[config.mk]
export PLATFORM = sky130hd
export DESIGN_NAME = bus_arbiter8
export DESIGN_NICKNAME = d
export VERILOG_FILES = /design/src/rtl/bus_arbiter8.sv
export SDC_FILE = /design/constraint.sdc
export NUM_CORES = 1
export LEC_CHECK = 0
export ABC_AREA = 1
export BUFFER_PORTS_ARGS = -buffer_cell sky130_fd_sc_hd__buf_4
export CAP_MARGIN = 20
export CORE_MARGIN = 5
export CORE_UTILIZATION = 46
export DETAILED_ROUTE_END_ITERATION = 12
export PLACE_DENSITY_LB_ADDON = 0.15
export SYNTH_ARGS = -nofsm -noshare
export SYNTH_HDL_FRONTEND = slang
export SYNTH_SLANG_ARGS = --single-unit
export TNS_END_PERCENT = 30
[constraint.sdc]
create_clock -name clock -period 4.2 [get_ports clock]
set_input_delay 0.63 -clock clock [delete_from_list [all_inputs] [get_ports clock]]
set_output_delay 0.63 -clock clock [all_outputs]
set_load 0.01 [all_outputs]
[src/rtl/bus_arbiter8.sv]
// Round-robin arbiter sharing one WIDTH-bit bus between 8 requesters; owner keeps the bus until it drops req.
// Optional ARB_TIMEOUT_EN: force release after HOLD_MAX owned cycles when another requester is waiting.
module bus_arbiter8 #(
  parameter int WIDTH    = 16,
  parameter int HOLD_MAX = 15
) (
  input  logic             clock,
  input  logic             reset,
  input  logic [7:0]       req,
  input  logic [WIDTH-1:0] in0,
  input  logic [WIDTH-1:0] in1,
  input  logic [WIDTH-1:0] in2,
  input  logic [WIDTH-1:0] in3,
  input  logic [WIDTH-1:0] in4,
  input  logic [WIDTH-1:0] in5,
  input  logic [WIDTH-1:0] in6,
  input  logic [WIDTH-1:0] in7,
  output logic [7:0]       grant,
  output logic [2:0]       sel,
  output logic             valid,
  output logic [WIDTH-1:0] out,
  output logic             dbg_state_o
);

  typedef enum logic {IDLE, OWNED} state_t;

  state_t     state_q, state_d;
  logic [2:0] ptr_q, ptr_d;
  logic [2:0] sel_q, sel_d;
  logic [7:0] grant_q, grant_d;

  logic [7:0] cand;
  logic       win_found;
  logic [2:0] winner;
  logic       at_limit;
  logic       keep;

  // The current owner is never a candidate, so a timed-out owner cannot re-win immediately.
  always_comb begin
    cand = req;
    if (state_q == OWNED) cand[sel_q] = 1'b0;
    win_found = |cand;
    winner    = ptr_q;
    for (int k = 7; k >= 0; k--) begin
      if (cand[ptr_q + 3'(k)]) winner = ptr_q + 3'(k);
    end
  end

`ifdef ARB_TIMEOUT_EN
  localparam int CW = ($clog2(HOLD_MAX) > 4) ? $clog2(HOLD_MAX) : 4;

  logic [CW-1:0] hold_q, hold_d;

  assign at_limit = (hold_q == CW'(HOLD_MAX - 1));

  // Counts owned cycles; clears on every new grant, and at the limit when nobody else waits.
  always_comb begin
    hold_d = '0;
    if (keep) hold_d = at_limit ? '0 : hold_q + CW'(1);
  end

  always_ff @(posedge clock) begin
    if (reset) hold_q <= '0;
    else       hold_q <= hold_d;
  end
`else
  logic unused_hold_max;

  assign at_limit        = 1'b0;
  assign unused_hold_max = (HOLD_MAX > 0);
`endif

  assign keep = (state_q == OWNED) && req[sel_q] && !(at_limit && win_found);

  always_comb begin
    state_d = state_q;
    grant_d = grant_q;
    sel_d   = sel_q;
    ptr_d   = ptr_q;
    case (state_q)
      IDLE: begin
        if (win_found) begin
          grant_d = 8'b1 << winner;
          sel_d   = winner;
          ptr_d   = winner + 3'd1;
          state_d = OWNED;
        end
      end
      OWNED: begin
        if (!keep) begin
          if (win_found) begin
            grant_d = 8'b1 << winner;
            sel_d   = winner;
            ptr_d   = winner + 3'd1;
          end else begin
            grant_d = 8'h00;
            state_d = IDLE;
          end
        end
      end
      default: begin
        grant_d = 8'h00;
        state_d = IDLE;
      end
    endcase
  end

  always_ff @(posedge clock) begin
    if (reset) begin
      state_q <= IDLE;
      grant_q <= 8'h00;
      sel_q   <= 3'd0;
      ptr_q   <= 3'd0;
    end else begin
      state_q <= state_d;
      grant_q <= grant_d;
      sel_q   <= sel_d;
      ptr_q   <= ptr_d;
    end
  end

  logic [WIDTH-1:0] mux_out;

  always_comb begin
    mux_out = '0;
    case (sel_q)
      3'd0: mux_out = in0;
      3'd1: mux_out = in1;
      3'd2: mux_out = in2;
      3'd3: mux_out = in3;
      3'd4: mux_out = in4;
      3'd5: mux_out = in5;
      3'd6: mux_out = in6;
      3'd7: mux_out = in7;
      default: mux_out = '0;
    endcase
  end

  assign grant       = grant_q;
  assign sel         = sel_q;
  assign valid       = |grant_q;
  assign out         = valid ? mux_out : '0;
  assign dbg_state_o = (state_q == OWNED);

endmodule

==> results of run 1 <==
cells by family (layout without fill, tap and decap cells):
kind of cell / Yosys count / count (layout)
AOI/OAI and AO/OA: 95 / 95
adders and majority gates: 8 / 8
buffers and inverters: 59 / 209
and+or+nand+nor: 188 / 188
xor gates and xnor gates: 3 / 3
DFF: 15 / 15
area by class of cell:
class,instances,share of cell area
Multi-Input combinational cell,294,0.503
Timing Repair Buffer,168,0.340
Sequential cell,15,0.0809
Inverter,37,0.0401
Tap cell,70,0.0236
Clock buffer,3,0.0111
Clock inverter,1,0.00135
metrics by stage:
| stage | worst slack, ns | util |
|---|---|---|
| after floorplan | 1.49 | - |
| after global placement | 1.00 | 0.717 |
| after detailed placement | 0.937 | 0.717 |
| after CTS | 0.771 | 0.726 |
| after global routing | 0.553 | 0.726 |
| final | 0.730 | 0.726 |
power groups by stage:
stage / clock network [mW] / logic, mW / registers (mW)
6_report: 0.117 / 2.20 / 0.306
5_1_grt: 0.125 / 2.46 / 0.316
4_1_cts: 0.117 / 2.19 / 0.304
3_5_place_dp: 0 / 2.17 / 0.306
3_3_place_gp: 0 / 2.14 / 0.305
2_1_floorplan: 0 / 1.56 / 0.232
layer usage:
layer | vias to the layer above | global-route usage | share of wire
li1 | 1654 | - | -
met1 | 1598 | 0.367 | 0.38
met2 | 187 | 0.553 | 0.49
met3 | 19 | 0.0813 | 0.10
met4 | 0 | 0.0784 | 0.020
met5 | - | 0 | 0
worst min-delay path by stage:
stage | end | slack, ns
finish | grant[6] | 0.50
global route | grant[6] | 0.52
CTS | grant[6] | 0.49
detailed placement | grant[4] | 0.48
global placement | grant[3] | 0.47
floorplan | grant[3] | 0.49
cells in the final DEF, fill, tap and decap left out, types with 8 or more instances in the layout:
cell,n
dfxtp_1,15
buf_4,168
nand3_2,8
a221oi_1,16
nand3_1,50
a21oi_1,18
a32o_1,16
nand2_1,98
a22oi_1,16
ha_1,8
a41oi_1,16
inv_1,28
worst max-delay path, delay by kind of cell (launching register included):
family / cells / cell delay (ns)
simple gates: 1 / 0.88
buf+inv: 2 / 0.33
compound gates: 2 / 0.54
flops: 1 / 0.85
state kept, by name (all words and copies together), names as in the netlist:
signal,cells
sel,3
grant,8
dbg_state_o,1
ptr_q,3
==> metrics, run 1 <==
synthesized area per cell=6.60 um^2; Cell Area, Placed=0.00366 mm^2; mux contribution to synthesized area=0; commonest cells in the netlist=nand2_1 (98), nand3_1 (50), inv_1 (28); Initial Utilization=0.476; global-route wire length before repair=16,300 um; # DRC=0; XOR/XNOR share of the synthesized area=0.0108; sequential power share=0.117; core area=0.00511 mm^2; critical path type=reg -> out; Post-Synth Simple-Gate Area=0.401; Layout Cells excl Fill=588; clock latency at the later pin of the worst-skew pair=0.25 ns; Pint=1.14 mW; hold slack final=0.496 ns; area share of the largest cell type after synthesis=0.151; Post-Route WL=10,600 um; Reg2Reg Depth=19; most numerous cell in the Yosys netlist=nand2_1; Max stage delay on crit path=0.88 ns; Worst Setup EP=out[15]; final slew viol count=0; placed instance count=584; # fillers=454; FF-to-FF Start=sel[1]; Synth Area in Compound Gates=0.309; Die X=82.7 um; fmax=288 MHz; post-DR wirelength/cell=18.1 um; max_cap viols=0; CP Capture Type=output port; Synth cell types=38; crit share post-route=0.826; sequential area share after synthesis=0.124; H-Tree Depth=1; Slew headroom=0.250; Routed Antenna Nets=0; Hold-fix buffers, CTS=0; EDFF count, synth=0; Crit. Startpoint=sel[1]; PostCTS Resize Cnt=0; postcts setup bufs=0; flop and latch count out of synthesis=15; PD cells=708 mW/mm^2; Sw Pwr=1.49 mW; slowest CP cell=nor3_2; crit-path cells=inv_1, nor3_2, a22oi_1, a41oi_1, buf_4; Worst-Margin Slew=1.12 ns; largest family of logic cells by synthesized area=simple AND/OR/NAND/NOR gates; Crit Path Max Fanout=17; # diodes=0; status=completed; HP Start=grant[6]; final hold vios=0; Post-Synthesis Cells=368; final setup TNS=0 ns; Clk pwr share=0.044; leading area contributor after synthesis=nand2_1; min-delay worst type=reg -> reg; share of layout cells above drive strength 1=0.409; CTS Root Cell=clkbuf_8; Area Growth Syn to Fin=52.8%; Worst setup SP type=flip-flop; post-route cell area=0.00371 mm^2; CTS tree=yes; GP Congestion=0.965; # port buffers=166; Pleak=1.83 nW; CTS Buf Count=3; antenna violations before repair=0; Die Ht=82.7 um; gr usage total=0.310; I/O pin count=167; 1st-iter DRT viols=374; RR Endpoint=ptr_q[2]; DIE AREA=0.00683 mm^2; Synth Area in Adders=0.0412; Setup Viol. Count Final=0; clock period minus worst slack=3.47 ns; Max clock buf depth=2; RSZ-0062 raised after global routing=false; vias per cell=5.88; total area of multi-input combinational cells=0.00187 mm^2; vias in the first global route=3,406; DR pass1 iterations=5; grt total ovfl=0; flop-to-flop setup slack=0.92 ns; clock slew at reported path FFs=0.07 ns; Ys Warns=0; ys async rst share=0; top cells by area, synth=nand2_1 (15%), dfxtp_1 (12%), nand3_1 (10%); main flop type after synthesis=dfxtp_1; clock skew=0.00947 ns; DP Wirelength=8730 um; Tot Pwr=2.63 mW; Switching Share=0.566; Cell Area, Synth=0.00243 mm^2; largest net degree at the start of global routing=21; Comb power frac=0.839; CP arrival=2.84 ns; WHS Path Cells=2; synthesized net count=514; worst path required time=3.57 ns; Core Rows=26; register area=300 um^2; maximum VDD drop=464 uV; Via Count=3,458; Total Nets Final=665; CTS sink count=15
Note: power is estimated with default switching activity, not from simulation.
==> run 2: changes to the inputs <==
--- a/config.mk
+++ b/config.mk
@@ -9,7 +9,7 @@
 export BUFFER_PORTS_ARGS = -buffer_cell sky130_fd_sc_hd__buf_4
 export CAP_MARGIN = 20
 export CORE_MARGIN = 5
-export CORE_UTILIZATION = 46
+export CORE_UTILIZATION = 39
 export DETAILED_ROUTE_END_ITERATION = 12
 export PLACE_DENSITY_LB_ADDON = 0.15
 export SYNTH_ARGS = -nofsm -noshare
==> constraint.sdc (replaced) <==
create_clock -name clock -period 3.1 [get_ports clock]
set_input_delay 0.465 -clock clock [delete_from_list [all_inputs] [get_ports clock]]
set_output_delay 0.465 -clock clock [all_outputs]
set_load 0.01 [all_outputs]
==> run 2 against run 1 <==
  * Cell area is 3.1% higher
  * Utilization is 8.8 points lower
  * Via count rose by 1.9%
  * First-iteration DRC count is 45% lower
  * Largest power group unchanged
  * Wire length up 3.5%
  * Largest cell class unchanged
  * Combinational power rose by 44%
  * Global-route usage down 2.7 points
  * Critical path depth is 14 higher
  * Clock-buffer cell count stayed put
  * Critical path type is now reg -> reg
  * Hold slack got worse by 0.014 ns
==> metrics, run 2 (synthesis results as in run 1) <==
worst path required time=3.28 ns; I/O pin count=167; fmax=361 MHz; CTS sink count=15; clock period minus worst slack=2.77 ns; DR pass1 iterations=5; Layout Cells excl Fill=606; CP Capture Type=flip-flop; final setup TNS=0 ns; # port buffers=166; hold slack final=0.481 ns; final hold vios=0; Crit Path Max Fanout=6; gr usage total=0.283; Area Growth Syn to Fin=57.5%; RR Endpoint=ptr_q[2]; Tot Pwr=3.70 mW; status=completed; Crit. Startpoint=ptr_q[1]; share of layout cells above drive strength 1=0.433; postcts setup bufs=0; slowest CP cell=dfxtp_1; maximum VDD drop=553 uV; Max stage delay on crit path=0.31 ns; Worst setup SP type=flip-flop; largest net degree at the start of global routing=18; Core Rows=28; Hold-fix buffers, CTS=0; vias per cell=5.81; global-route wire length before repair=17,400 um; PD cells=966 mW/mm^2; RSZ-0062 raised after global routing=false; crit share post-route=0.893; Die X=88.9 um; core area=0.00599 mm^2; DP Wirelength=9080 um; flop-to-flop setup slack=0.33 ns; Routed Antenna Nets=0; Hold EP=grant[0]; Worst-Margin Slew=0.571 ns; # diodes=0; Max clock buf depth=2; CTS tree=yes; antenna violations before repair=0; Via Count=3,522; Total Nets Final=678; most common cell after layout, fill and taps aside=buf_4; crit-path cells=inv_1, ha_1, inv_1, nand3_1, nand3_1, nand2_1, nand2_1, nand3_1, nand2_1, nand2_1, nand2_1, nand2_1, nand2_1, nand2_1, o21ai_1, inv_1, ha_1, ha_1, a21oi_1; CTS Root Cell=clkbuf_8; min-delay worst type=in -> reg; clock latency at the later pin of the worst-skew pair=0.25 ns; clock skew=0.00287 ns; grt total ovfl=0; placed instance count=602; Initial Utilization=0.405; Die Ht=88.9 um; cell mode on critical path=nand2_1; max_cap viols=0; HP Start=reset; CTS Buf Count=3; clock slew at reported path FFs=0.06 ns; number of flip-flops in the largest register=8; FF-to-FF Start=ptr_q[1]; WHS Path Cells=2; Post-Route WL=11,000 um; Setup Viol. Count Final=0; commonest cells after routing, fill and taps aside=buf_4 (181), nand2_1 (98), nand3_1 (50), inv_1 (28), a21oi_1 (18); Reg2Reg Depth=19; final slew viol count=0; post-route cell area=0.00383 mm^2; post-DR wirelength/cell=18.2 um; H-Tree Depth=1; GP Congestion=0.971; DIE AREA=0.00790 mm^2; Pleak=1.90 nW; critical path type=reg -> reg; vias in the first global route=3,545; CP arrival=2.95 ns; Slew headroom=0.619; # DRC=0; 1st-iter DRT viols=207; Cell Area, Placed=0.00377 mm^2
==> run 2: timing repair <==
item,CTS,global route
hold endpoints to repair,0,0
endpoints found under the setup margin,0,9
gates resized for setup,0,5
==> run 2: how the worst max path moves through the flow <==
stage	endpoint	slack (ns)	cells after the start
after floorplan	ptr_q[2]	0.39	20
after global placement	ptr_q[2]	0.30	19
after detailed placement	ptr_q[2]	0.18	19
after CTS	ptr_q[2]	0.17	18
after global routing	ptr_q[2]	0.007	19
final	ptr_q[2]	0.33	19
==> run 2: final cells by class <==
cell class              count  area, um^2
repair buffers            181        1360
clock buffers               3        41.3
well taps                  75        93.8
multi-input cells         294        1870
fillers                   566        2160
flip-flops and latches     15         305
clock inverters             1        5.00
inverters                  37         149
==> run 2: worst max-delay path, delay by kind of cell (launching register included) <==
kind                     cells  cell delay, ns
flip-flops                   1            0.31
buffers and inverters        3            0.51
AND/OR/NAND/NOR             11            0.77
AO/OA/AOI/OAI                2            0.31
adder cells (fa/ha/maj)      3            0.80
==> run 2: where the power goes <==
| group | total (mW) | switching (mW) | internal (mW) |
|---|---|---|---|
| clock | 0.161 | 0.0722 | 0.0891 |
| sequential | 0.368 | 0.106 | 0.261 |
| combinational | 3.17 | 1.90 | 1.27 |
| total | 3.70 | 2.08 | 1.62 |
==> run 2: per-layer routing <==
metal / wire, um / vias up / GRT usage
li1: - / 1678 / -
met1: 4180 / 1623 / 0.334
met2: 5440 / 193 / 0.493
met3: 1090 / 28 / 0.0765
met4: 300 / 0 / 0.100
met5: 0 / - / 0
==> run 2: stage by stage <==
stage,utilization,worst slack [ns]
3_5_place_dp,0.629,0.178
3_3_place_gp,0.629,0.303
2_1_floorplan,-,0.393
5_1_grt,0.639,0.00748
6_report,0.639,0.333
4_1_cts,0.637,0.173
